[config.mk]
export PLATFORM = sky130hd
export DESIGN_NAME = pe_datapath_v2
export DESIGN_NICKNAME = d
export VERILOG_FILES = /design/src/rtl/pe_datapath_v2.sv
export SDC_FILE = /design/constraint.sdc
export NUM_CORES = 2
export LEC_CHECK = 0
export ABC_CLOCK_PERIOD_IN_PS = 16250
export BUFFER_PORTS_ARGS = -buffer_cell sky130_fd_sc_hd__buf_2
export CORE_ASPECT_RATIO = 0.6
export CORE_MARGIN = 2
export CORE_UTILIZATION = 36
export CTS_BUF_LIST = sky130_fd_sc_hd__clkbuf_16
export CTS_CLUSTER_SIZE = 16
export DETAILED_ROUTE_END_ITERATION = 10
export GPL_TIMING_DRIVEN = 0
export RECOVER_POWER = 50
export SLEW_MARGIN = 20
export SYNTH_ARGS = -nofsm -noshare
export SYNTH_HDL_FRONTEND = slang
export SYNTH_SLANG_ARGS = --single-unit
export TNS_END_PERCENT = 1
[constraint.sdc]
create_clock -name i_clk -period 16.25 [get_ports i_clk]
set_input_delay 2.4375 -clock i_clk [delete_from_list [all_inputs] [get_ports i_clk]]
set_output_delay 2.4375 -clock i_clk [all_outputs]
set_load 0.01 [all_outputs]
[src/rtl/pe_datapath_v2.sv]
// Processing-element datapath: ifmap/weight scratchpads, a 3-stage MAC pipeline
// with a saturating psum scratchpad, and a credit-gated output FIFO.
module pe_datapath_v2 #(
  parameter int DATA_BITWIDTH       = 8,
  parameter int PSUM_BITWIDTH       = 20,
  parameter int IFMAP_ADDR_BITWIDTH = 4,
  parameter int WGHT_ADDR_BITWIDTH  = 7,
  parameter int PSUM_ADDR_BITWIDTH  = 3,
  parameter int OUT_FIFO_DEPTH      = 4
) (
  input  logic                           i_clk,
  input  logic                           i_rst,
  input  logic                           i_ifmap_we,
  input  logic [IFMAP_ADDR_BITWIDTH-1:0] i_ifmap_wa,
  input  logic [DATA_BITWIDTH-1:0]       i_ifmap_data,
  input  logic                           i_wght_we,
  input  logic [WGHT_ADDR_BITWIDTH-1:0]  i_wght_wa,
  input  logic [DATA_BITWIDTH-1:0]       i_wght_data,
  input  logic                           i_issue,
  output logic                           o_issue_ready,
  input  logic [1:0]                     i_op,
  input  logic                           i_out,
  input  logic [IFMAP_ADDR_BITWIDTH-1:0] i_ifmap_ra,
  input  logic [WGHT_ADDR_BITWIDTH-1:0]  i_wght_ra,
  input  logic [PSUM_ADDR_BITWIDTH-1:0]  i_psum_a,
  input  logic [PSUM_BITWIDTH-1:0]       i_psum_data,
  output logic [PSUM_BITWIDTH-1:0]       o_psum_data,
  output logic                           o_psum_valid,
  input  logic                           i_psum_ready,
  output logic                           o_sat,
  input  logic                           i_clr_sat
);

  localparam int DW    = DATA_BITWIDTH;
  localparam int PW    = PSUM_BITWIDTH;
  localparam int PTR_W = $clog2(OUT_FIFO_DEPTH);
  localparam int CNT_W = $clog2(OUT_FIFO_DEPTH) + 2;

  localparam logic signed [PW-1:0] PSUM_MAX = {1'b0, {(PW-1){1'b1}}};
  localparam logic signed [PW-1:0] PSUM_MIN = {1'b1, {(PW-1){1'b0}}};

  typedef enum logic [1:0] {
    OP_MAC  = 2'b00,
    OP_ACC  = 2'b01,
    OP_CLR  = 2'b10,
    OP_LOAD = 2'b11
  } op_t;

  logic signed [DW-1:0] r_ifmap_mem [2**IFMAP_ADDR_BITWIDTH];
  logic signed [DW-1:0] r_wght_mem  [2**WGHT_ADDR_BITWIDTH];
  logic signed [PW-1:0] r_psum_mem  [2**PSUM_ADDR_BITWIDTH];
  logic        [PW-1:0] r_fifo_mem  [OUT_FIFO_DEPTH];

  logic                          r_s1_valid, r_s2_valid, r_s3_valid;
  logic signed [DW-1:0]          r_s1_ifmap, r_s1_wght;
  logic signed [2*DW-1:0]        r_s2_prod, r_s3_prod;
  op_t                           r_s1_op, r_s2_op, r_s3_op;
  logic                          r_s1_out, r_s2_out, r_s3_out;
  logic [PSUM_ADDR_BITWIDTH-1:0] r_s1_a, r_s2_a, r_s3_a;
  logic signed [PW-1:0]          r_s1_data, r_s2_data, r_s3_data;

  logic [PTR_W-1:0] r_wr_ptr, r_rd_ptr;
  logic [CNT_W-1:0] r_count;
  logic             r_sat;

  logic                 w_issue_fire, w_push, w_pop, w_ovf, w_sat_hit;
  logic signed [PW-1:0] w_psum_old, w_addend, w_result;
  logic signed [PW:0]   w_sum;
  logic [CNT_W-1:0]     w_inflight;

  // NOTE: scratchpad and pipeline payload registers carry no reset; only the
  // valid bits decide whether their contents are ever used.
  always_ff @(posedge i_clk) begin
    if (i_ifmap_we) r_ifmap_mem[i_ifmap_wa] <= i_ifmap_data;
    if (i_wght_we)  r_wght_mem[i_wght_wa]   <= i_wght_data;
  end

  assign w_issue_fire = i_issue & o_issue_ready;

  always_ff @(posedge i_clk or posedge i_rst) begin
    if (i_rst) begin
      r_s1_valid <= 1'b0;
      r_s2_valid <= 1'b0;
      r_s3_valid <= 1'b0;
    end else begin
      r_s1_valid <= w_issue_fire;
      r_s2_valid <= r_s1_valid;
      r_s3_valid <= r_s2_valid;
    end
  end

  // Reads register the pre-write spad contents, so a same-cycle write is seen next cycle.
  always_ff @(posedge i_clk) begin
    r_s1_ifmap <= r_ifmap_mem[i_ifmap_ra];
    r_s1_wght  <= r_wght_mem[i_wght_ra];
    r_s1_op    <= op_t'(i_op);
    r_s1_out   <= i_out;
    r_s1_a     <= i_psum_a;
    r_s1_data  <= i_psum_data;

    r_s2_prod  <= (2*DW)'(r_s1_ifmap) * (2*DW)'(r_s1_wght);
    r_s2_op    <= r_s1_op;
    r_s2_out   <= r_s1_out;
    r_s2_a     <= r_s1_a;
    r_s2_data  <= r_s1_data;

    r_s3_prod  <= r_s2_prod;
    r_s3_op    <= r_s2_op;
    r_s3_out   <= r_s2_out;
    r_s3_a     <= r_s2_a;
    r_s3_data  <= r_s2_data;
  end

  // The psum read is combinational, so the previous op's write is already visible here.
  assign w_psum_old = r_psum_mem[r_s3_a];
  assign w_addend   = (r_s3_op == OP_MAC) ? PW'(r_s3_prod) : r_s3_data;
  assign w_sum      = (PW+1)'(w_psum_old) + (PW+1)'(w_addend);
  assign w_ovf      = w_sum[PW] ^ w_sum[PW-1];

  // NOTE: every combinational output gets a default first so no latch is inferred.
  always_comb begin
    w_result  = '0;
    w_sat_hit = 1'b0;
    case (r_s3_op)
      OP_MAC, OP_ACC: begin
        w_sat_hit = w_ovf;
        if (!w_ovf)         w_result = w_sum[PW-1:0];
        else if (w_sum[PW]) w_result = PSUM_MIN;
        else                w_result = PSUM_MAX;
      end
      OP_LOAD: w_result = r_s3_data;
      default: w_result = '0;
    endcase
  end

  // NOTE: the psum spad is small and must read back as zero after reset, so it is
  // built from resettable flops rather than a RAM macro.
  always_ff @(posedge i_clk or posedge i_rst) begin
    if (i_rst) begin
      for (int i = 0; i < 2**PSUM_ADDR_BITWIDTH; i++) r_psum_mem[i] <= '0;
    end else if (r_s3_valid) begin
      r_psum_mem[r_s3_a] <= w_result;
    end
  end

  always_ff @(posedge i_clk or posedge i_rst) begin
    if (i_rst) r_sat <= 1'b0;
    else       r_sat <= (r_sat & ~i_clr_sat) | (r_s3_valid & w_sat_hit);
  end

  assign w_push = r_s3_valid & r_s3_out;
  assign w_pop  = o_psum_valid & i_psum_ready;

  always_ff @(posedge i_clk) begin
    if (w_push) r_fifo_mem[r_wr_ptr] <= w_result;
  end

  always_ff @(posedge i_clk or posedge i_rst) begin
    if (i_rst) begin
      r_wr_ptr <= '0;
      r_rd_ptr <= '0;
      r_count  <= '0;
    end else begin
      if (w_push) r_wr_ptr <= r_wr_ptr + PTR_W'(1);
      if (w_pop)  r_rd_ptr <= r_rd_ptr + PTR_W'(1);
      case ({w_push, w_pop})
        2'b10:   r_count <= r_count + CNT_W'(1);
        2'b01:   r_count <= r_count - CNT_W'(1);
        default: r_count <= r_count;
      endcase
    end
  end

  // Every in-flight i_out op holds a reserved FIFO slot, so accepted ops never stall.
  assign w_inflight = CNT_W'(r_s1_valid & r_s1_out) + CNT_W'(r_s2_valid & r_s2_out)
                    + CNT_W'(r_s3_valid & r_s3_out);
  assign o_issue_ready = (r_count + w_inflight) < CNT_W'(OUT_FIFO_DEPTH);

  assign o_psum_valid = (r_count != '0);
  assign o_psum_data  = r_fifo_mem[r_rd_ptr];
  assign o_sat        = r_sat;

endmodule

* Yosys cells after proc, flatten, opt, wreduce, memory -nomap -nowiden
Memory sizes are Yosys's and may differ from the RTL's. A register that Yosys moved wholly into a read port is not among the register bits. Cells that the tools add are included.
Operators by class: reduce and logical (&&, ||, !) cells 5, bitwise logic cells 12, multipliers 1, equality and inequality tests 4, mux-type cells 18, $lt $le $gt $ge 3, $add $sub $neg 8
Operators by type and width (number):
- 160-bit bitwise mux | 1
- 20-bit two-way mux | 6
- 20-bit binary-select mux with 3-bit select | 1
- 20-bit demux with 3-bit select | 1
- 20-bit one-hot mux with 2 select lines | 1
- 20-bit by 20-bit adder with 21-bit output | 1
- 8-bit by 8-bit multiplier with 16-bit output | 1
- 1-bit AND | 8
- 4-bit one-hot mux with 2 select lines | 1
- 1-bit two-way mux | 7
- 2-bit by 1-bit adder with 2-bit output, second input constant | 2
- 4-bit by 1-bit adder with 4-bit output, second input constant | 1
- 4-bit by 3-bit adder with 4-bit output | 1
- 2-bit by 1-bit equality test with 1-bit output, second input constant | 2
- 2-bit equality test, second input constant | 2
- 4-bit greater-or-equal comparator, second input constant | 1
- 4-bit by 1-bit less-than comparator with 1-bit output, second input constant | 1
- 4-bit by 3-bit less-than comparator with 1-bit output, second input constant | 1
- 3-bit NOT with 4-bit output | 1
- 4-bit nonzero test | 1
- 4-bit by 1-bit subtractor with 4-bit output, second input constant | 1
- 2-bit by 1-bit adder with 3-bit output | 1
- 1-bit by 1-bit adder with 2-bit output | 1
- 2-bit zero test | 1
- 6 further kinds | 6
Word-level totals: RAM bits 1232, input port bits 71, bits in registers 282, output and inout port bits 23, memories 3
Memories:
- r_wght_mem | depth 128, width 8, rd ports 1, clocked after memory_dff 1, wr ports 1, RTL line 50 | logic signed [DW-1:0] r_wght_mem [2**WGHT_ADDR_BITWIDTH];
- r_ifmap_mem | depth 16, width 8, rd ports 1, clocked after memory_dff 1, wr ports 1, RTL line 49 | logic signed [DW-1:0] r_ifmap_mem [2**IFMAP_ADDR_BITWIDTH];
- r_fifo_mem | depth 4, width 20, rd ports 1, clocked after memory_dff 0, wr ports 1, RTL line 52 | logic [PW-1:0] r_fifo_mem [OUT_FIFO_DEPTH];

* Logic depth before layout (Yosys ltp)
depth after elaboration 9, gate-level depth with buffers 17, gate-level depth less buffers 17

* Least setup slack after synthesis
Ideal clock, no wire load.
path type input to register, from input i_wght_ra[0], to register r_s1_wght[4], read port of r_wght_mem, setup slack 11.594 ns, arrival 4.518 ns, stages 8, path through clkbuf_1 buf_2 buf_2 buf_2 mux4_2 mux4_2 mux2i_1 a221oi_1
RTL lines:
- from (decl) | RTL line 24 | input logic [WGHT_ADDR_BITWIDTH-1:0] i_wght_ra,
- to (decl) | RTL line 55 | logic signed [DW-1:0] r_s1_ifmap, r_s1_wght;

==> results.py <==
metrics = {
    "clocking": {
        "ctsHoldBuffers": 0,
        "clk_latency_ns": 0.78,
        "cts_buffers": 146,
        "cts_tree": "done",
        "postCtsSetupBuffers": 0,
        "cts_root_buffer": "clkbuf_16",
        "htree_levels": 4,
        "post_cts_resized": 0,
        "clock_sinks": 1530,
        "cts_buffer_depth": 3,
        "clk_pin_slew_ns": 0.06,
    },
    "logic_synthesis": {
        "synth_edf_count": 1232,
        "synth-seq-cells": 1530,
        "synthArstFlopShare_pct": 11.2,
        "synthMuxAreaShare_pct": 16.1,
        "syn_nets": 3659,
        "synth_warnings": 0,
        "synth-compound-area-share_pct": 3.97,
        "ys.flop_type": "edfxtp_1",
        "synth_xor_area_share_pct": 0.491,
        "synth_top_family_by_area": "multiplexers",
        "ys_seq_area_share_pct": 70.3,
        "syn_area_per_cell_sq_um": 18.0,
        "synth_cells": 3473,
        "yosysUniqueCellTypes": 63,
        "yosys.area_share.simple_pct": 4.45,
        "synth_fa_ha_area_share_pct": 3.01,
        "syn_area_sq_um": 62400,
    },
    "layout": {
        "fin_nets": 3905,
        "drive_gt1_share_pct": 21.0,
        "n_antenna_cell": 0,
        "multiInputGateArea_sq_um": 17500,
        "syn2layout_area_growth_pct": 12.9,
        "regArea_sq_um": 43800,
        "fill_cells": 15223,
        "final_area_sq_um": 70400,
    },
    "setup_path": {
        "cp.arrival_ns": 7.98,
        "crit_family": "buffers and inverters",
        "crit_chain": "buf_2 -> clkinvlp_2 -> clkbuf_1",
        "max_stage_delay_ns": 2.81,
        "crit_required_ns": 16.26,
        "cp-start-kind": "input pin",
        "end_kind": "asynchronous set/reset pin",
        "critPathKind": "in2async",
        "slowest_stage": "clkbuf_1",
        "r2r_start": "r_s3_a[1]$_DFF_P_",
        "path_max_fanout": 102,
        "crit_start": "i_rst",
        "path_buf_inv": 3,
    },
    "placement": {
        "dp_hpwl_um": 110000,
        "gp_congestion": 0.840,
        "dpl_cell_area_sq_um": 66000,
        "port_buffers": 84,
    },
    "timing": {
        "grt_setup_unrepaired": "no",
        "setup_tns_ns": 0,
        "hold_viol_final": 0,
        "relSlewSlack_pct": -213,
        "fmax_mhz": 126,
        "skew_ns": 0.0310,
        "fin_crit_sh_pct": 49.0,
        "worst_pin_slew_ns": 4.70,
        "setup_viol": 0,
        "drv_slew": 1189,
        "period_minus_slack_ns": 7.96,
    },
    "floorplan": {
        "ios": 94,
        "die_h_um": 326,
        "start_util_pct": 36.2,
        "rows": 118,
        "die_width_um": 541,
        "core_area_sq_um": 172000,
        "die-area_sq_um": 177000,
    },
    "run_status": {
        "status": "finished with violations",
        "violations": "max-capacitance violations, max-slew violations",
    },
    "pwr": {
        "finalPower_mw": 10.5,
        "vdd_drop_max_uv": 200,
        "p_per_area_nw_per_um2": 149,
        "power_leakage_nw": 23.8,
    },
    "global_routing": {
        "antenna_found_initial": 3,
        "grt_pass1_vias": 32680,
        "grt_use_total_pct": 18.3,
        "grt_max_degree": 103,
        "grt_pass1_wl_um": 234000,
        "grt-ovfl-total": 0,
    },
    "routing": {
        "wl_per_cell_um": 26.4,
        "vias": 33603,
        "dr.pass1.iters": 6,
        "wl_um": 162000,
        "drt_iter0_drc": 4729,
        "antenna_left": 0,
        "routed_via_density": 5.49,
        "drcViolationCount": 0,
    },
    "flow_run": {
        "maxCapViolations": 17,
    },
    "worst_hold_path": {
        "hp-class": "reg2reg",
        "min_from": "r_s2_data[17]$_DFF_P_",
    },
}
## registers in the layout (all words and copies together), names as in the netlist, 3 cells and up
signal	count
r_s2_prod	16
r_s3_prod	16
r_ifmap_mem	128
r_s1_wght	8
r_s3_a	3
r_psum_mem	160
r_s3_data	20
r_wght_mem	1024
r_s1_ifmap	8
r_s1_a	3
r_fifo_mem	80
r_s2_a	3
r_s2_data	20
r_count	4
r_s1_data	20
## Yosys cell counts (all sizes together) (49+ instances only)
| cell type | instances | area [sq um] |
|---|---|---|
| a21oi | 173 | 866 |
| fa | 58 | 1160 |
| nor2 | 316 | 1190 |
| o21ai | 194 | 971 |
| ha | 57 | 713 |
| inv | 99 | 372 |
| dfrtp | 172 | 4300 |
| mux4 | 420 | 9460 |
| edfxtp | 1232 | 37000 |
| buf | 66 | 313 |
| dfxtp | 126 | 2520 |
| clkbuf | 106 | 398 |
| nand2 | 113 | 427 |
| and2 | 49 | 307 |
## layout by cell type (no fill, tap or decap), types with 8 or more instances in the layout
| cell type | Yosys | final |
|---|---|---|
| a21o_1 | 19 | 19 |
| a21oi_1 | 173 | 173 |
| a221oi_1 | 8 | 8 |
| a22o_1 | 8 | 8 |
| and2_1 | 48 | 44 |
| and3_1 | 8 | 8 |
| buf_1 | 24 | 22 |
| buf_2 | 37 | 106 |
| buf_4 | 5 | 8 |
| bufinv_16 | 0 | 8 |
| clkbuf_1 | 106 | 124 |
| clkbuf_16 | 0 | 151 |
| clkbuf_2 | 0 | 9 |
| clkinv_1 | 0 | 25 |
| clkinv_2 | 0 | 22 |
| dfrtp_1 | 172 | 172 |
| dfxtp_1 | 126 | 126 |
| edfxtp_1 | 1232 | 1232 |
| fa_1 | 58 | 58 |
| ha_1 | 57 | 57 |
| inv_1 | 99 | 138 |
| mux2_2 | 20 | 20 |
| mux2i_1 | 35 | 35 |
| mux4_2 | 420 | 420 |
| nand2_1 | 112 | 112 |
| nand2b_1 | 10 | 10 |
| nand3_1 | 22 | 22 |
| nor2_1 | 316 | 316 |
| nor2b_1 | 22 | 22 |
| nor3_1 | 14 | 8 |
| nor3_2 | 16 | 22 |
| o211ai_1 | 8 | 8 |
| o21ai_0 | 174 | 174 |
| o21ai_1 | 20 | 20 |
| xnor2_1 | 26 | 26 |
| xor2_1 | 9 | 9 |
## layout make-up
cell class	count	share of cell area, %
clock buffers	151	5.36
clock inverters	117	1.32
multi-input cells	1672	24.8
well taps	2280	4.05
flip-flops and latches	1530	62.2
repair buffers	98	0.668
plain buffers	172	1.03
inverters	99	0.529
## worst reg2reg max path, stage by stage, from the launching register on
cell      delay (ns)
dfxtp_1         0.30
clkbuf_1        0.32
clkbuf_1        0.59
clkbuf_1        0.59
mux4_2          0.33
mux2_2          0.17
ha_1            0.20
inv_1           0.07
fa_1            0.46
nand2b_1        0.18
a21o_1          0.21
a211oi_1        0.45
o211ai_1        0.19
and3b_1         0.21
buf_4           0.20
nor3_2          0.80
o21ai_0         0.53
## metal layers
layer | wire length, um | vias up | share of wire (%) | GRT usage [%]
met1 | 78400 | 17721 | 48 | 30.3
met4 | 2610 | 0 | 1.6 | 3.99
met2 | 62200 | 1606 | 39 | 22.7
met3 | 18400 | 179 | 11 | 5.49
li1 | - | 14097 | - | -
met5 | 0 | - | 0 | 0
## worst paths after layout
kind,end,cells after the start,slack (ns)
max,r_psum_mem[103]$_DFFE_PP0P_,3,8.29
min,r_s3_data[17]$_DFF_P_,0,0.32
max reg2reg,r_fifo_mem[3][13]$_DFFE_PP_,16,10.06
min reg2reg,r_s3_data[17]$_DFF_P_,0,0.32
max in group i_clk,r_wght_mem[107][1]$_DFFE_PP_,2,8.90
min in group asynchronous,r_psum_mem[17]$_DFFE_PP0P_,2,3.02
## where the power goes
part,internal (mW),switching [mW],leakage [nW]
sequential,4.55,0.146,14.4
clock,1.83,1.54,2.46
combinational,0.964,1.49,6.90
total,7.35,3.18,23.8
## kinds of logic after synthesis
group,count (synthesis)
AO/OA/AOI/OAI,446
AND/OR/NAND/NOR,601
buffers and inverters,271
XOR/XNOR,35
multiplexers,475
adder cells (fa/ha/maj),115
flip-flops,1530
## stage by stage
| step | instances | setup slack [ns] | utilization, % | hold slack, ns |
|---|---|---|---|---|
| 2_1_floorplan | 3473 | 9.15 | - | 0.310 |
| 3_3_place_gp | 5837 | 6.96 | 38.1 | 0.310 |
| 3_5_place_dp | 5851 | 9.92 | 38.3 | 0.312 |
| 4_1_cts | 6119 | 10.15 | 41.1 | 0.327 |
| 5_1_grt | 6119 | 6.87 | 40.9 | 0.329 |
| 6_report | 6119 | 8.29 | 40.9 | 0.321 |
No activity file was read; power rests on OpenSTA's default activity.
